$ cat config.mk
export PLATFORM = sky130hd
export DESIGN_NAME = classic_vga_receiver
export DESIGN_NICKNAME = d
export VERILOG_FILES = /design/src/rtl/vga_timing_pkg.sv /design/src/rtl/vga_sync_tracker.sv /design/src/rtl/classic_vga_receiver.sv
export SDC_FILE = /design/constraint.sdc
export NUM_CORES = 1
export LEC_CHECK = 0
export CORE_ASPECT_RATIO = 1.4
export CORE_MARGIN = 10
export CORE_UTILIZATION = 40
export DETAILED_ROUTE_END_ITERATION = 6
export GPL_TIMING_DRIVEN = 0
export REMOVE_ABC_BUFFERS = 1
export SLEW_MARGIN = 30
export SYNTH_ARGS = -nofsm -noshare
export SYNTH_HDL_FRONTEND = slang
export SYNTH_SLANG_ARGS = --single-unit
export TNS_END_PERCENT = 5
$ cat constraint.sdc
create_clock -name clk -period 3.5 [get_ports clk]
set_input_delay 0.7 -clock clk [delete_from_list [all_inputs] [get_ports clk]]
set_output_delay 0.7 -clock clk [all_outputs]
set_load 0.02 [all_outputs]
$ cat src/rtl/vga_timing_pkg.sv
// Shared VGA timing defaults and lock-state encoding, used by receiver and generator.
package vga_timing_pkg;

  localparam int unsigned VgaHSync   = 40;
  localparam int unsigned VgaHBack   = 128;
  localparam int unsigned VgaHActive = 640;
  localparam int unsigned VgaHTotal  = 832;
  localparam int unsigned VgaVSync   = 3;
  localparam int unsigned VgaVBack   = 28;
  localparam int unsigned VgaVActive = 480;
  localparam int unsigned VgaVTotal  = 520;
  localparam bit          VgaSyncPol = 1'b0;

  localparam logic [9:0] CntMax = 10'd1023;

  typedef enum logic [1:0] {
    StSearch  = 2'd0,
    StAcquire = 2'd1,
    StLocked  = 2'd2
  } sync_state_e;

endpackage

$ cat src/rtl/vga_sync_tracker.sv
// Registers the raw video inputs, runs the line/frame counters and decides whether
// the incoming timing is stable enough to trust (lock FSM plus error counter).
module vga_sync_tracker
  import vga_timing_pkg::*;
#(
  parameter int unsigned H_TOTAL  = VgaHTotal,
  parameter int unsigned V_TOTAL  = VgaVTotal,
  parameter bit          SYNC_POL = VgaSyncPol
) (
  input  logic       clk,
  input  logic       reset_n,
  input  logic       hsync,
  input  logic       vsync,
  input  logic       bw,
  output logic [9:0] h_cnt,
  output logic [9:0] v_cnt,
  output logic       pix_bw,
  output logic       v_edge,
  output logic       err,
  output logic       locked,
  output logic [7:0] err_count
);

  localparam logic [9:0] HLast = 10'(H_TOTAL - 1);
  localparam logic [9:0] VLast = 10'(V_TOTAL - 1);

  logic hs_q, vs_q, hs_prev, vs_prev;
  logic h_edge, line_err, frame_err;
  sync_state_e state_q, state_d;

  always_ff @(posedge clk or negedge reset_n) begin
    if (!reset_n) begin
      hs_q    <= ~SYNC_POL;
      vs_q    <= ~SYNC_POL;
      hs_prev <= ~SYNC_POL;
      vs_prev <= ~SYNC_POL;
      pix_bw  <= 1'b0;
    end else begin
      hs_q    <= hsync;
      vs_q    <= vsync;
      pix_bw  <= bw;
      hs_prev <= hs_q;
      vs_prev <= vs_q;
    end
  end

  assign h_edge = (hs_q == SYNC_POL) && (hs_prev != SYNC_POL);
  assign v_edge = (vs_q == SYNC_POL) && (vs_prev != SYNC_POL);

  always_ff @(posedge clk or negedge reset_n) begin
    if (!reset_n) begin
      h_cnt <= '0;
      v_cnt <= '0;
    end else begin
      if (h_edge) begin
        h_cnt <= '0;
      end else if (h_cnt != CntMax) begin
        h_cnt <= h_cnt + 10'd1;
      end
      if (v_edge) begin
        v_cnt <= '0;
      end else if (h_edge && (v_cnt != CntMax)) begin
        v_cnt <= v_cnt + 10'd1;
      end
    end
  end

  // A line start after the last line with no vsync edge means vsync went missing.
  assign line_err  = (h_edge && (h_cnt != HLast)) || (h_cnt == CntMax);
  assign frame_err = v_edge ? (v_cnt != VLast) : (h_edge && (v_cnt == VLast));
  assign err       = line_err || frame_err;

  always_comb begin
    state_d = state_q;
    case (state_q)
      StSearch:  if (v_edge) state_d = StAcquire;
      StAcquire: begin
        if (err) begin
          state_d = StSearch;
        end else if (v_edge) begin
          state_d = StLocked;
        end
      end
      StLocked:  if (err) state_d = StSearch;
      default:   state_d = StSearch;
    endcase
  end

  always_ff @(posedge clk or negedge reset_n) begin
    if (!reset_n) begin
      state_q   <= StSearch;
      err_count <= '0;
    end else begin
      state_q <= state_d;
      if ((state_q == StLocked) && err && (err_count != 8'hFF)) begin
        err_count <= err_count + 8'd1;
      end
    end
  end

  assign locked = (state_q == StLocked);

endmodule

$ cat src/rtl/classic_vga_receiver.sv
// VGA receiver: tracks sync timing, presents active-area pixels with coordinates and
// captures a 16x16 monochrome window of one frame into a row-readable buffer.
module classic_vga_receiver
  import vga_timing_pkg::*;
#(
  parameter int unsigned H_SYNC   = VgaHSync,
  parameter int unsigned H_BACK   = VgaHBack,
  parameter int unsigned H_ACTIVE = VgaHActive,
  parameter int unsigned H_TOTAL  = VgaHTotal,
  parameter int unsigned V_SYNC   = VgaVSync,
  parameter int unsigned V_BACK   = VgaVBack,
  parameter int unsigned V_ACTIVE = VgaVActive,
  parameter int unsigned V_TOTAL  = VgaVTotal,
  parameter bit          SYNC_POL = VgaSyncPol
) (
  input  logic        clk,
  input  logic        reset_n,
  input  logic        vga_horizSync,
  input  logic        vga_vertSync,
  input  logic        black_white,
  input  logic [9:0]  win_x,
  input  logic [9:0]  win_y,
  input  logic        capture_req,
  input  logic [3:0]  rd_row,
  output logic [15:0] rd_data,
  output logic [9:0]  x_pos,
  output logic [9:0]  y_pos,
  output logic        pixel_valid,
  output logic        pixel_out,
  output logic        locked,
  output logic        frame_start,
  output logic [7:0]  err_count,
  output logic        capture_busy,
  output logic        capture_done,
  output logic        capture_abort
);

  localparam logic [9:0]  HOff   = 10'(H_SYNC + H_BACK);
  localparam logic [9:0]  VOff   = 10'(V_SYNC + V_BACK);
  localparam logic [10:0] HStart = 11'(H_SYNC + H_BACK);
  localparam logic [10:0] HEnd   = 11'(H_SYNC + H_BACK + H_ACTIVE);
  localparam logic [10:0] VStart = 11'(V_SYNC + V_BACK);
  localparam logic [10:0] VEnd   = 11'(V_SYNC + V_BACK + V_ACTIVE);

  logic [9:0] h_cnt, v_cnt;
  logic       pix_bw, v_edge, err;
  logic       active, show;

  vga_sync_tracker #(
    .H_TOTAL (H_TOTAL),
    .V_TOTAL (V_TOTAL),
    .SYNC_POL(SYNC_POL)
  ) u_tracker (
    .clk      (clk),
    .reset_n  (reset_n),
    .hsync    (vga_horizSync),
    .vsync    (vga_vertSync),
    .bw       (black_white),
    .h_cnt    (h_cnt),
    .v_cnt    (v_cnt),
    .pix_bw   (pix_bw),
    .v_edge   (v_edge),
    .err      (err),
    .locked   (locked),
    .err_count(err_count)
  );

  assign active = ({1'b0, h_cnt} >= HStart) && ({1'b0, h_cnt} < HEnd) &&
                  ({1'b0, v_cnt} >= VStart) && ({1'b0, v_cnt} < VEnd);
  assign show   = locked && active;

  always_ff @(posedge clk or negedge reset_n) begin
    if (!reset_n) begin
      pixel_valid <= 1'b0;
      pixel_out   <= 1'b0;
      x_pos       <= '0;
      y_pos       <= '0;
      frame_start <= 1'b0;
    end else begin
      pixel_valid <= show;
      pixel_out   <= show ? pix_bw : 1'b0;
      x_pos       <= show ? h_cnt - HOff : '0;
      y_pos       <= show ? v_cnt - VOff : '0;
      frame_start <= show && (h_cnt == HOff) && (v_cnt == VOff);
    end
  end

  // Capture window, evaluated on the presented (output-stage) pixel stream.
  logic        capturing_q;
  logic [10:0] col_off, row_off;
  logic        in_win, store, accept, finish, abort;
  logic [15:0] cap_buf [16];

  assign col_off = {1'b0, x_pos} - {1'b0, win_x};
  assign row_off = {1'b0, y_pos} - {1'b0, win_y};
  assign in_win  = pixel_valid && (col_off < 11'd16) && (row_off < 11'd16);
  assign store   = capture_busy && (capturing_q || frame_start) && in_win;
  assign accept  = capture_req && locked && !capture_busy;
  assign finish  = capture_busy && capturing_q && v_edge && !err;
  assign abort   = capture_busy && !locked;

  always_ff @(posedge clk or negedge reset_n) begin
    if (!reset_n) begin
      capture_busy  <= 1'b0;
      capturing_q   <= 1'b0;
      capture_done  <= 1'b0;
      capture_abort <= 1'b0;
    end else begin
      capture_done  <= 1'b0;
      capture_abort <= 1'b0;
      if (abort) begin
        capture_busy  <= 1'b0;
        capturing_q   <= 1'b0;
        capture_abort <= 1'b1;
      end else if (finish) begin
        capture_busy <= 1'b0;
        capturing_q  <= 1'b0;
        capture_done <= 1'b1;
      end else if (accept) begin
        capture_busy <= 1'b1;
      end else if (capture_busy && frame_start) begin
        capturing_q <= 1'b1;
      end
    end
  end

  // Buffer is wiped on accept so window pixels outside the active area read as 0.
  always_ff @(posedge clk or negedge reset_n) begin
    if (!reset_n) begin
      for (int i = 0; i < 16; i++) begin
        cap_buf[i] <= '0;
      end
      rd_data <= '0;
    end else begin
      if (accept) begin
        for (int i = 0; i < 16; i++) begin
          cap_buf[i] <= '0;
        end
      end else if (store) begin
        cap_buf[row_off[3:0]][4'd15 - col_off[3:0]] <= pixel_out;
      end
      rd_data <= cap_buf[rd_row];
    end
  end

endmodule

==> results.cfg, run 1 <==
[floorplan]
start_util_pct = 40.4
io_pins = 81
die_width_um = 212
fp-row-count = 98
die_area_um2 = 61300
coreArea_um2 = 51100
die_h_um = 289

[synth]
synth_top_area_share_pct = 39.9
post-synth-top-area-cell = dfrtp_1
synth_cell_types = 64
synth_flop_cell = dfrtp_1
synth.avg_cell_area_um2 = 9.56
synth_seq_area_share_pct = 40.4
synth_area_um2 = 20700
yosysWarningCount = 0
synth_edf_count = 0
synth-seq-cells = 334
async_flop_share_pct = 100
synthTopCellsByArea = dfrtp_1 (40%), mux2i_1 (13%), mux4_2 (8.7%), nand4_1 (8.0%), nor3_1 (5.7%)
syn_inst = 2164

[setup_path]
r2r-start = y_pos[0]
cp-end-kind = flip-flop
rr_worst_depth = 15
cp_max_fo = 14
rrSetupSlack_ns = 0.13
critPathLaunch = win_y[2]
critPathArrivalTime_ns = 3.81
required_ns = 3.92
r2r_end = cap_buf[191]
crit_type = input pin to flip-flop
cp-start-kind = input pin
crit_path_end = cap_buf[191]

[cells_and_area]
drive_gt1_share_pct = 17.7
area_growth_pct = 22.7
fin_util_pct = 49.6
antenna_cells = 0
final_cells = 2889
final_common_cell = dfrtp_1
mostFrequentLayoutCells = dfrtp_1 (330), nand2_1 (274), nand4_1 (265)
fin_nets = 2268

[global_route]
gr-max-usage-layer = met2
grt_max_degree = 81
met2_usage_pct = 35.1
grt_pass1_vias = 18460
grt_pass1_wl_um = 104000
grt_use_total_pct = 20.7
met1_usage_pct = 26.7
grt_antenna_before_repair = 0
gr-usage-met3_pct = 2.77
gr-total-overflow = 0

[hold_path]
hold_path_class = input pin to asynchronous set/reset pin

[clock_tree]
cts_buffers = 38
cts-root-buf = clkbuf_16
h-tree-depth = 2
clkSinkCount = 334
cts.reportedPaths.clkPinSlew_ns = 0.06
clockBufferDepth = 3
clk_latency_ns = 0.55
cts_tree = done

[power_and_ir_drop]
finalPower_mw = 9.66
vdd_ir_drop_max_uv = 269
leakagePower_nw = 11.3
power_density_nw_per_um2 = 381

[sta]
clock_skew_ns = 0.0272
fmax_mhz = 295
finalCriticalPeriod_ns = 3.39
rsz0062_at_grt = true
fin_crit_sh_pct = 96.9
finalMaxSlewViolations = 0
setup_ws_ns = 0.108
maxSlewHeadroom_pct = 41.3
tightest_slew_ns = 0.873
hold_viol_final = 0
setup_violations = 0

[routing]
vias = 18094
drc = 0
ant_nets = 0
viasPerCell = 6.26
drt_iter0_drc = 1553
routed_wirelength_um = 64000
drtPass1Iterations = 7
routedWlPerCell_um = 22.1

[placement]
placed_cells_incl_taps = 2784
numPortBuffers = 80
place_congestion = 0.795
dp_worst_setup_slack_ns = -1.59
hpwl_um = 41700

[flow_run]
drv_cap = 0

[outcome]
outcome = finished, final reports clean
## routing by layer
| metal | share of wire, % | vias up |
|---|---|---|
| met1 | 41 | 9127 |
| li1 | - | 8154 |
| met3 | 6.1 | 142 |
| met4 | 3.3 | 0 |
| met2 | 50 | 671 |
| met5 | 0 | - |
## critical path, cell delays in order
cell	delay, ns
clkdlybuf4s50_1	0.46
inv_1	0.06
ha_4	0.30
nor2b_4	0.16
o2111ai_1	0.12
and4b_1	0.23
o31a_1	0.27
nor4_4	0.37
buf_6	0.16
buf_6	0.16
buf_6	0.19
buf_8	0.17
buf_6	0.17
nand4_1	0.13
mux2i_1	0.14
## per-stage QoR
step           TNS (ns)  hold WS (ns)  area (um2)
6_report              0        0.0346       25400
5_1_grt          -0.133        0.0570       25400
4_1_cts               0        0.0410       25100
3_5_place_dp    -302.10         0.364       23300
3_3_place_gp          -         0.357       21200
2_1_floorplan  -3424.88         0.354       19600
## area by class of cell
type | count | area [um2]
Clock buffer | 52 | 1070
Inverter | 39 | 146
Multi-Input combinational cell | 1532 | 11500
Fill cell | 4566 | 25800
Timing Repair Buffer | 265 | 3140
Sequential cell | 334 | 8360
Clock inverter | 17 | 295
Tap cell | 650 | 813
## cells by family after synthesis
family | share of synthesized area [%]
AOI/OAI and AO/OA | 4.46
xor gates and xnor gates | 1.23
adders and majority gates | 1.77
buffers and inverters | 5.84
DFF | 40.4
muxes | 21.3
and+or+nand+nor | 25.0
## synth_stat cells (2+ instances only)
cell type  instances
nand2_1          276
buf_6              4
nand3_1           50
nand3b_1           3
buf_1             38
buf_2             39
nor4_1            46
nand2b_1           3
nand4_1          265
or3_1             39
a21o_1             5
and4_1             3
fa_1               2
ha_1              26
o31a_1             3
o21ai_1            3
mux4_2            80
dfstp_2            4
o21a_1             9
clkbuf_1         175
nor2b_1           14
a211oi_1           3
nor2_1            53
a21oi_1           29
and3_1             2
o21ai_0           17
or2_2              2
a31oi_1            5
buf_4              3
o22ai_1            2
inv_1             39
xor2_1            14
dfrtp_1          330
and2_1             7
mux2i_1          259
xnor2_1           15
o211ai_1           2
o2111ai_1         36
nor3_1           234
## worst min path at each step
stage	to	cells after the start	slack, ns	start
finish	rd_data[3]	1	0.03	reset_n
global route	rd_data[3]	1	0.06	reset_n
CTS	rd_data[3]	1	0.04	reset_n
detailed placement	u_tracker.vs_prev	0	0.36	u_tracker.vs_q
global placement	u_tracker.vs_prev	0	0.36	u_tracker.vs_q
floorplan	u_tracker.vs_prev	0	0.35	u_tracker.vs_q
## state kept, by name, indices dropped and copies added (netlist names)
signal	flops
cap_buf	256
pixel_out	1
u_tracker.state_q	2
rd_data	16
u_tracker.h_cnt	10
pixel_valid	1
u_tracker.err_count	8
u_tracker.v_cnt	10
u_tracker.hs_prev	1
y_pos	10
x_pos	10
capture_busy	1
capturing_q	1
u_tracker.hs_q	1
u_tracker.pix_bw	1
u_tracker.vs_q	1
capture_done	1
frame_start	1
u_tracker.vs_prev	1
capture_abort	1
## timing repair
action,4_1_cts,5_1_grt
endpoints found under the setup margin,256,176
gates cloned,1,0
hold buffers,0,0
buffers inserted,26,13
resized for setup,71,41
pin swaps,11,15
## power breakdown
group | internal, mW | switching (mW) | leakage, nW
clock | 2.75 | 1.75 | 0.671
combinational | 0.411 | 0.786 | 6.00
sequential | 3.90 | 0.0562 | 4.64
Power figures use the tool's default switching activity.
==> run 2, diff against run 1 <==
--- a/config.mk
+++ b/config.mk
@@ -11,6 +11,7 @@
 export DETAILED_ROUTE_END_ITERATION = 6
 export GPL_TIMING_DRIVEN = 0
 export REMOVE_ABC_BUFFERS = 1
+export SETUP_SLACK_MARGIN = 0.02
 export SLEW_MARGIN = 30
 export SYNTH_ARGS = -nofsm -noshare
 export SYNTH_HDL_FRONTEND = slang
==> run 2 against run 1 <==
Net effect: hold slack better by 0.0035 ns; combinational power hardly changed; final cell count is 0.28% higher; cell area is 0.31% higher; sequential share of layout area is 0.10 points lower; clock power hardly changed; via count is 0.39% higher; register-to-register slack better by 0.02 ns; sequential power hardly changed; core utilization is 0.15 points higher; first-iteration DRC count is 2.4% higher; largest power group unchanged; highest routed layer unchanged.
==> results.cfg, run 2 (synthesis gave the netlist of run 1 again) <==
[setup_path]
required_ns = 3.92
cp-start-kind = input pin
cp_max_fo = 12
cp-end-kind = flip-flop
crit_type = input pin to flip-flop
rrSetupSlack_ns = 0.15
critPathArrivalTime_ns = 3.80

[floorplan]
start_util_pct = 40.4
coreArea_um2 = 51100
die_area_um2 = 61300
fp-row-count = 98
io_pins = 81
die_h_um = 289
die_width_um = 212

[placement]
numPortBuffers = 80
dp_worst_setup_slack_ns = -1.59
hpwl_um = 41700
place_congestion = 0.795

[routing]
dr_wl_met3_um = 3500
drt_iter0_drc = 1591
drc = 0
dr_wl_met2_um = 31900
routed_wirelength_um = 63900
vias = 18165
met1_length_um = 26600
top_layer_used = met4
drtPass1Iterations = 6
routedWlPerCell_um = 22.1
ant_nets = 0
viasPerCell = 6.27

[cells_and_area]
fin_util_pct = 49.8
fin_nets = 2276
antenna_cells = 0
fill_cells = 4558
final_common_cell = dfrtp_1
drive_gt1_share_pct = 18.0
mostFrequentLayoutCells = dfrtp_1 (330), nand2_1 (274), nand4_1 (265)
largest_reg_flops = 256
area_growth_pct = 23.0
largest_registers = cap_buf x256, rd_data x16
top_register = cap_buf

[sta]
tns_ns = 0
hold_ws_ns = 0.0381
setup_ws_ns = 0.113
hold_viol_final = 0
finalMaxSlewViolations = 0
setup_violations = 0
clock_skew_ns = 0.0241
fin_crit_sh_pct = 96.8
fmax_mhz = 295
tightest_slew_ns = 0.871
rsz0062_at_grt = true
maxSlewHeadroom_pct = 41.9
finalCriticalPeriod_ns = 3.39

[clock_tree]
cts_tree = done
clkSinkCount = 334
clockBufferDepth = 3
clk_latency_ns = 0.55
cts-root-buf = clkbuf_16
cts.reportedPaths.clkPinSlew_ns = 0.06
cts_buffers = 38
h-tree-depth = 2
hold_buffers = 0

[flow_run]
drv_cap = 0

[global_route]
grt_use_total_pct = 20.8
grt_max_degree = 81
grt_pass1_wl_um = 104000
grt_pass1_vias = 18463
gr-total-overflow = 0
grt_antenna_before_repair = 0

[outcome]
outcome = finished, final reports clean

[hold_path]
hold_path_class = input pin to asynchronous set/reset pin

[power_and_ir_drop]
vdd_ir_drop_max_uv = 271
power_density_nw_per_um2 = 380
finalPower_mw = 9.66
leakagePower_nw = 11.4
-- run 2: cell types whose count changed in the layout (fill, tap and decap cells not counted), sizes merged --
cell / change
buf: +8
-- run 2: routing by layer --
layer  global-route usage, %  vias up
met4                    6.94        0
met1                    26.8     9188
met2                    35.2      680
li1                        -     8168
met3                    2.83      129
met5                       0        -
-- run 2: cell type report --
cell class	count	area [um2]	area share, %
clock inverters	17	295	1.16
clock buffers	52	1070	4.22
multi-input cells	1532	11500	45.3
inverters	39	146	0.575
flip-flops and latches	334	8360	32.9
well taps	650	813	3.20
repair buffers	273	3220	12.7
-- run 2: worst paths after layout --
| path | from | endpoint | depth (start not counted) |
|---|---|---|---|
| max reg2reg | y_pos[0] | cap_buf[191] | 15 |
| max | win_x[2] | cap_buf[191] | 17 |
| min | reset_n | rd_data[3] | 1 |
| min reg2reg | u_tracker.vs_q | u_tracker.vs_prev | 0 |
| max in group asynchronous | reset_n | x_pos[2] | 4 |
| min in group clk | u_tracker.vs_q | u_tracker.vs_prev | 0 |
-- run 2: critical path: stages --
cell	delay, ns
clkdlybuf4s50_1	0.46
inv_1	0.07
ha_4	0.18
or2_4	0.27
o21a_4	0.21
nor4_4	0.32
o311ai_4	0.13
a2111oi_4	0.23
buf_6	0.16
buf_12	0.13
buf_12	0.13
buf_12	0.13
buf_12	0.13
buf_12	0.14
buf_12	0.13
nand4_1	0.11
mux2i_1	0.14
-- run 2: report_power, final --
group | switching (mW) | total (mW) | internal [mW]
clock network | 1.75 | 4.50 | 2.75
logic | 0.785 | 1.20 | 0.411
registers | 0.0559 | 3.96 | 3.90
total | 2.59 | 9.66 | 7.06
-- run 2: timing repair --
item	4_1_cts	5_1_grt
cloned	1	0
setup buffers	29	15
setup endpoints to repair	256	200
resized for setup	76	38
pin swaps	12	15
-- run 2: metrics by stage --
stage,cells,instance area (um2)
after floorplan,1905,19600
after global placement,2635,21200
after detailed placement,2784,23300
after CTS,2882,25200
after global routing,2897,25400
final,2897,25400
